<file path="src/rtl/adc_scan_ctrl_pkg.sv">
`default_nettype none
// ============================================================================
// Module : adc_scan_ctrl_pkg
// Brief  : Shared channel geometry and FSM encoding for the ADC scan controller.
// Rev    : 1.0
// ============================================================================
package adc_scan_ctrl_pkg;

    localparam int c_NUM_CHAN = 8;
    localparam int c_CHAN_W   = 3;

    typedef logic [c_CHAN_W-1:0] chan_t;

    typedef enum logic [1:0] {
        ST_WAIT  = 2'd0,
        ST_CHECK = 2'd1,
        ST_EMIT  = 2'd2,
        ST_HOST  = 2'd3
    } state_t;

    // Channel pointer advances 0..7 and wraps naturally in 3 bits.
    function automatic chan_t next_chan(input chan_t c);
        return c + chan_t'(1);
    endfunction

endpackage
`default_nettype wire

</file>
<file path="src/rtl/adc_scan_ctrl_if.sv">
`default_nettype none
// ============================================================================
// Module : adc_scan_ctrl_if
// Brief  : ADC bank, host read and change-event signals of the scan controller.
// Rev    : 1.0
// ============================================================================
interface adc_scan_ctrl_if #(
    parameter int ADC_WIDTH = 8
);
    import adc_scan_ctrl_pkg::*;

    logic                 enable;
    chan_t                adc_addr;
    logic [ADC_WIDTH-1:0] adc_q;
    logic                 host_req;
    chan_t                host_addr;
    logic                 host_ack;
    logic [ADC_WIDTH-1:0] host_data;
    logic                 evt_valid;
    logic                 evt_ready;
    chan_t                evt_chan;
    logic [ADC_WIDTH-1:0] evt_value;

    modport slave (
        input  enable, adc_q, host_req, host_addr, evt_ready,
        output adc_addr, host_ack, host_data, evt_valid, evt_chan, evt_value
    );

    modport master (
        output enable, adc_q, host_req, host_addr, evt_ready,
        input  adc_addr, host_ack, host_data, evt_valid, evt_chan, evt_value
    );

endinterface
`default_nettype wire

</file>
<file path="src/rtl/adc_scan_ctrl_tick_gen.sv">
`default_nettype none
// ============================================================================
// Module : tick_gen
// Brief  : Poll-rate divider; one-cycle tick every SCAN_DIV enabled cycles.
// Rev    : 1.0
// ============================================================================
module tick_gen #(
    parameter int SCAN_DIV = 16000
) (
    input  wire logic clk,
    input  wire logic reset,
    input  wire logic enable,
    output logic      tick
);

    localparam int c_CNT_W = (SCAN_DIV > 2) ? $clog2(SCAN_DIV) : 1;
    localparam logic [c_CNT_W-1:0] c_TERM = c_CNT_W'(SCAN_DIV - 1);

    logic [c_CNT_W-1:0] r_count;
    logic               w_term;

    assign w_term = (r_count == c_TERM);
    assign tick   = enable & w_term;

    // Count freezes while disabled so the poll phase resumes where it left off.
    always_ff @(posedge clk or posedge reset) begin
        if (reset) begin
            r_count <= '0;
        end else if (enable) begin
            r_count <= w_term ? '0 : r_count + c_CNT_W'(1);
        end
    end

endmodule
`default_nettype wire

</file>
<file path="src/rtl/adc_scan_ctrl.sv">
`default_nettype none
// ============================================================================
// Module : adc_scan_ctrl
// Brief  : Round-robin ADC poller with hysteresis change events and host reads.
// Rev    : 1.0
// ============================================================================
module adc_scan_ctrl
    import adc_scan_ctrl_pkg::*;
#(
    parameter int ADC_WIDTH = 8,
    parameter int SCAN_DIV  = 16000,
    parameter int HYST      = 2
) (
    input  wire logic         clk,
    input  wire logic         reset,
    adc_scan_ctrl_if.slave    bus
);

    localparam logic [ADC_WIDTH:0] c_HYST = (ADC_WIDTH+1)'(HYST);

    state_t               r_state, w_state_nxt;
    chan_t                r_adc_addr, w_adc_addr_nxt;
    chan_t                r_scan_ptr, w_scan_ptr_nxt;
    logic                 r_pending, w_pending_nxt;
    logic [c_NUM_CHAN-1:0] r_seen;
    logic [ADC_WIDTH-1:0] r_last [c_NUM_CHAN];
    logic                 r_host_ack, w_host_ack_nxt;
    logic [ADC_WIDTH-1:0] r_host_data, w_host_data_nxt;
    logic                 r_evt_valid, w_evt_valid_nxt;
    chan_t                r_evt_chan, w_evt_chan_nxt;
    logic [ADC_WIDTH-1:0] r_evt_value, w_evt_value_nxt;
    logic                 w_tick;
    logic                 w_upd;
    logic [ADC_WIDTH:0]   w_q_ext, w_last_ext, w_diff;
    logic                 w_change;

    tick_gen #(
        .SCAN_DIV (SCAN_DIV)
    ) u_tick_gen (
        .clk    (clk),
        .reset  (reset),
        .enable (bus.enable),
        .tick   (w_tick)
    );

    // One extra bit keeps 0x00 vs 0xFF a full-scale change rather than 1.
    assign w_q_ext    = {1'b0, bus.adc_q};
    assign w_last_ext = {1'b0, r_last[r_scan_ptr]};
    assign w_diff     = (w_q_ext >= w_last_ext) ? (w_q_ext - w_last_ext)
                                                : (w_last_ext - w_q_ext);
    assign w_change   = !r_seen[r_scan_ptr] || (w_diff >= c_HYST);

    always_comb begin
        w_state_nxt     = r_state;
        w_adc_addr_nxt  = r_adc_addr;
        w_scan_ptr_nxt  = r_scan_ptr;
        w_pending_nxt   = r_pending | w_tick;
        w_upd           = 1'b0;
        w_host_ack_nxt  = 1'b0;
        w_host_data_nxt = r_host_data;
        w_evt_valid_nxt = r_evt_valid;
        w_evt_chan_nxt  = r_evt_chan;
        w_evt_value_nxt = r_evt_value;
        case (r_state)
            ST_WAIT: begin
                // Host outranks a pending poll; the ack cycle masks the held request.
                if (bus.host_req && !r_host_ack) begin
                    w_adc_addr_nxt = bus.host_addr;
                    w_state_nxt    = ST_HOST;
                end else if (r_pending) begin
                    w_adc_addr_nxt = r_scan_ptr;
                    w_pending_nxt  = w_tick;
                    w_state_nxt    = ST_CHECK;
                end
            end
            ST_CHECK: begin
                if (w_change) begin
                    w_upd           = 1'b1;
                    w_evt_valid_nxt = 1'b1;
                    w_evt_chan_nxt  = r_scan_ptr;
                    w_evt_value_nxt = bus.adc_q;
                    w_state_nxt     = ST_EMIT;
                end else begin
                    w_scan_ptr_nxt = next_chan(r_scan_ptr);
                    w_state_nxt    = ST_WAIT;
                end
            end
            ST_EMIT: begin
                if (r_evt_valid && bus.evt_ready) begin
                    w_evt_valid_nxt = 1'b0;
                    w_scan_ptr_nxt  = next_chan(r_scan_ptr);
                    w_state_nxt     = ST_WAIT;
                end
            end
            ST_HOST: begin
                w_host_data_nxt = bus.adc_q;
                w_host_ack_nxt  = 1'b1;
                w_state_nxt     = ST_WAIT;
            end
            default: w_state_nxt = ST_WAIT;
        endcase
    end

    always_ff @(posedge clk or posedge reset) begin
        if (reset) begin
            r_state     <= ST_WAIT;
            r_adc_addr  <= '0;
            r_scan_ptr  <= '0;
            r_pending   <= 1'b0;
            r_seen      <= '0;
            r_host_ack  <= 1'b0;
            r_host_data <= '0;
            r_evt_valid <= 1'b0;
            r_evt_chan  <= '0;
            r_evt_value <= '0;
            for (int i = 0; i < c_NUM_CHAN; i++) begin
                r_last[i] <= '0;
            end
        end else begin
            r_state     <= w_state_nxt;
            r_adc_addr  <= w_adc_addr_nxt;
            r_scan_ptr  <= w_scan_ptr_nxt;
            r_pending   <= w_pending_nxt;
            r_host_ack  <= w_host_ack_nxt;
            r_host_data <= w_host_data_nxt;
            r_evt_valid <= w_evt_valid_nxt;
            r_evt_chan  <= w_evt_chan_nxt;
            r_evt_value <= w_evt_value_nxt;
            if (w_upd) begin
                r_last[r_scan_ptr] <= bus.adc_q;
                r_seen[r_scan_ptr] <= 1'b1;
            end
        end
    end

    assign bus.adc_addr  = r_adc_addr;
    assign bus.host_ack  = r_host_ack;
    assign bus.host_data = r_host_data;
    assign bus.evt_valid = r_evt_valid;
    assign bus.evt_chan  = r_evt_chan;
    assign bus.evt_value = r_evt_value;

endmodule
`default_nettype wire

</file>
<file path="src/flat_wrapper.sv">
// flat-port wrapper written by rule: the top's interface ports become plain ports
module adc_scan_ctrl_flat import adc_scan_ctrl_pkg::*;
#(
    parameter int ADC_WIDTH = 8,
    parameter int SCAN_DIV  = 16000,
    parameter int HYST      = 2
)
  (clk, reset, bus_enable, bus_adc_q, bus_host_req, bus_host_addr, bus_evt_ready, bus_adc_addr, bus_host_ack, bus_host_data, bus_evt_valid, bus_evt_chan, bus_evt_value);
  adc_scan_ctrl_if #(.ADC_WIDTH(ADC_WIDTH)) bus_i ();
  input  wire logic clk;
  input  wire logic reset;
  input wire logic [$bits(bus_i.enable)-1:0] bus_enable;
  input wire logic [$bits(bus_i.adc_q)-1:0] bus_adc_q;
  input wire logic [$bits(bus_i.host_req)-1:0] bus_host_req;
  input wire logic [$bits(bus_i.host_addr)-1:0] bus_host_addr;
  input wire logic [$bits(bus_i.evt_ready)-1:0] bus_evt_ready;
  output wire logic [$bits(bus_i.adc_addr)-1:0] bus_adc_addr;
  output wire logic [$bits(bus_i.host_ack)-1:0] bus_host_ack;
  output wire logic [$bits(bus_i.host_data)-1:0] bus_host_data;
  output wire logic [$bits(bus_i.evt_valid)-1:0] bus_evt_valid;
  output wire logic [$bits(bus_i.evt_chan)-1:0] bus_evt_chan;
  output wire logic [$bits(bus_i.evt_value)-1:0] bus_evt_value;
  assign bus_i.enable = bus_enable;
  assign bus_i.adc_q = bus_adc_q;
  assign bus_i.host_req = bus_host_req;
  assign bus_i.host_addr = bus_host_addr;
  assign bus_i.evt_ready = bus_evt_ready;
  assign bus_adc_addr = bus_i.adc_addr;
  assign bus_host_ack = bus_i.host_ack;
  assign bus_host_data = bus_i.host_data;
  assign bus_evt_valid = bus_i.evt_valid;
  assign bus_evt_chan = bus_i.evt_chan;
  assign bus_evt_value = bus_i.evt_value;
  adc_scan_ctrl #(.ADC_WIDTH(ADC_WIDTH), .SCAN_DIV(SCAN_DIV), .HYST(HYST)) u_core (.clk(clk), .reset(reset), .bus(bus_i));
endmodule
</file>
<file path="config.mk">
export PLATFORM = sky130hd
export DESIGN_NAME = adc_scan_ctrl_flat
export DESIGN_NICKNAME = d
export VERILOG_FILES = /design/src/rtl/adc_scan_ctrl_pkg.sv /design/src/rtl/adc_scan_ctrl_if.sv /design/src/rtl/adc_scan_ctrl_tick_gen.sv /design/src/rtl/adc_scan_ctrl.sv /design/src/flat_wrapper.sv
export SDC_FILE = /design/constraint.sdc
export NUM_CORES = 1
export LEC_CHECK = 0
export ABC_AREA = 1
export CORE_MARGIN = 1.5
export CORE_UTILIZATION = 25
export CTS_CLUSTER_SIZE = 20
export DETAILED_ROUTE_END_ITERATION = 10
export SKIP_CTS_REPAIR_TIMING = 1
export SLEW_MARGIN = 25
export SYNTH_ARGS = -nofsm -noshare
export SYNTH_HDL_FRONTEND = slang
export SYNTH_SLANG_ARGS = --single-unit
</file>
<file path="constraint.sdc">
create_clock -name clk -period 4.8 [get_ports clk]
set_input_delay 0.72 -clock clk [delete_from_list [all_inputs] [get_ports clk]]
set_output_delay 0.72 -clock clk [all_outputs]
set_load 0.01 [all_outputs]
</file>
==> impl_results.md <==
* Synth Area in XOR/XNOR at 0.9197%
* Initial DRC Count at roughly 420
* Max-slew violation count at 0
* Net Count, Synth at 919
* Worst Hold Depth at 2
* Seq/Total Area, Yosys at a little over two fifths
* Total Neg Setup Slack at 0 ns
* Post-synthesis cell type count at 39
* PortBufs at 39
* # IOs at 40
* Hpwl dp at around 13000 um
* RSZ-0062 raised after global routing: no
* Worst Setup End Kind: register
* Worst reg-to-reg path cell count at 25
* DR vias at approximately 6000
* Final wirelength at roughly 19000 um
* Final Hold Viols at 0
* Core Box Area at 26130 um2
* Die Span Y at 166.3 um
* Final Util at a little under a third
* Die X at 166.3 um
* Diode count at 0
* Part of the cycle the worst path needs at around 89%
* # DRC at 1
* Die ar. at 27650 um2
* Synth Area in Compound Gates at 7.113%
* Most frequent cells in the layout: 290 x nand2_1, 116 x dfrtp_1, 97 x inv_1
* Min-Delay Path Class: register to register
* Mean post-synth cell area at 7.593 um2
* Failing checks: design-rule violations
* FFs w/ async S/R, synth at between 90% and 100%
* Status: finished, violations left
* Final GP Congestion at 0.9016
* CP startpoint kind: register
* Total GRT Usage at between 10% and 20%
* Max incr delay on CP at 0.57 ns
* Leakage at 4.041 nW
* Endpoints failing setup at 0
* Drt pass-1 iters at 10
* Total Nets Final at 959
* First-pass GRT wire length at 29920 um
* Relative slew slack at about 37%
* Peak supply drop at between 0.2 and 0.3 mV
* Total gr overflow at 0
* Initial antenna violation count at 0
* Synth Instances at 878
* H-tree levels at 4
* Crit path required time at 5.11 ns
* Warnings, synthesis at 0
* Sink Count at 116
* Most common cell on crit path: nand2_1
* Largest net degree at the start of global routing at 60
* Slowest CP cell: dfrtp_1
* MaxCap Viol Count at 0
* Main combinational cell family by area after synthesis: simple AND/OR/NAND/NOR gates
* Fmax at ~230 MHz
* Pwr dens at 740.3 nW/um2
* R2R Setup Slk at 0.53 ns
* Worst skew pair latency at 0.42 ns
* Post-synth EDFFs at 0
* FP Rows at 59
* Avg WL per Cell at approximately 15 um
* Layout area overhead at 20.93%
* Clk_skew at 0.007129 ns
* DRT antenna net count at 0
* Reg clk slew, reported paths at 0.06 ns
* Number of global-route vias before repair at 5493
* Post-Syn Area at 6666 um2
* Register bit count reported by yosys at 116
* CTS tree: done
* Initial core utilization at between 20% and 30%
* Root Driver: clkbuf_16
* Synth Flop Type: dfrtp_1
* Setup CP Type: register to register
* Hold WS at 0.4565 ns
* Critical Path AT at 4.58 ns
* Via-to-Cell Ratio at 4.712
* Longest Clk Path Bufs at 2
* Worst slew pin tran at roughly 0.94 ns
* Adder-cell share of the synthesized area at between 4 and 5%
* Simple-gate share of the synthesized area at 35.14%
* Mux cell area share after synthesis at 0%
* Layout cells sized above 1 at under 10%
* Crit path max fanout at 31
* Total CTS buffers at 17
* Commonest non-fill, non-tap cell in the layout: nand2_1
* Final min period at approximately 4.3 ns
* Fillers at 2783
## power by group
group / switching (mW) / internal, mW
registers: 0.228 / 1.34
logic: 2.04 / 1.11
clock network: 0.488 / 0.766
## path summary, 6_finish.rpt
check	startpoint	to
worst max register to register	u_core.r_scan_ptr[2]	u_core.r_last[12]
max in group asynchronous	reset	u_core.bus.evt_value[3]
worst max-delay path	u_core.r_scan_ptr[2]	u_core.r_last[12]
min in group asynchronous	reset	u_core.u_tick_gen.r_count[2]
worst min register to register	u_core.r_seen[6]	u_core.r_seen[6]
worst min-delay path	u_core.r_seen[6]	u_core.r_seen[6]
## logic make-up after synthesis
family / after synthesis
compound gates: 79
flops: 116
buf+inv: 139
xor+xnor: 7
simple gates: 512
fa+ha+maj: 25
## worst max-delay path, delay by kind of cell, from the launching register on
| kind | cells | cell delay, ns |
|---|---|---|
| buffers and inverters | 7 | 0.95 |
| DFF | 1 | 0.57 |
| adders and majority gates | 1 | 0.37 |
| and+or+nand+nor | 17 | 2.26 |
## per-layer routing
metal | vias up | wire (um) | global-route usage, %
li1 | 2953 | - | -
met4 | 0 | 276 | 4.229
met1 | 2822 | 8486 | 18.25
met2 | 168 | 8985 | 22.25
met3 | 23 | 930 | 3.170
met5 | - | 0 | 0
## Yosys cell counts (6+ instances only)
| master | instances | area (um2) |
|---|---|---|
| nand3_1 | 46 | 230.2 |
| nand4_1 | 75 | 469.2 |
| buf_2 | 8 | 40.04 |
| clkbuf_1 | 22 | 82.58 |
| nand2_1 | 290 | 1089 |
| dfrtp_1 | 116 | 2903 |
| nor2_1 | 70 | 262.8 |
| a21oi_1 | 22 | 110.1 |
| o21ai_0 | 36 | 180.2 |
| nand3_4 | 6 | 105.1 |
| inv_1 | 98 | 367.9 |
| a22o_1 | 6 | 52.55 |
| ha_1 | 23 | 287.8 |
## sequential cells by signal (all words and copies together) (netlist names)
| name | count |
|---|---|
| u_core.r_pending | 1 |
| u_core.bus.host_ack | 1 |
| u_core.bus.adc_addr | 3 |
| u_core.bus.evt_chan | 3 |
| u_core.r_state | 2 |
| u_core.r_last | 64 |
| u_core.u_tick_gen.r_count | 14 |
| u_core.bus.host_data | 8 |
| u_core.r_scan_ptr | 3 |
| u_core.r_seen | 8 |
| u_core.bus.evt_value | 8 |
| u_core.bus.evt_valid | 1 |
## stage by stage
step	area, um2	setup slack (ns)	power [mW]	instances
2_1_floorplan	6666	1.008	3.797	878
3_3_place_gp	7481	0.6108	4.681	1234
3_5_place_dp	7481	0.5834	4.708	1234
4_1_cts	8061	0.5611	5.988	1266
5_1_grt	8061	0.2175	6.466	1266
6_report	8061	0.5269	5.968	1266
## final cells by class
type / instances / area [um2] / share of cell area, %
inverter: 100 / 377.9 / 4.687
timing repair buffer: 60 / 573.1 / 7.108
tap: 335 / 419.2 / 5.199
clock inverter: 15 / 155.1 / 1.925
clock buffer: 17 / 425.4 / 5.277
sequential: 116 / 2903 / 36.01
multi-input combinational: 623 / 3208 / 39.80
Power figures use the tool's default switching activity.
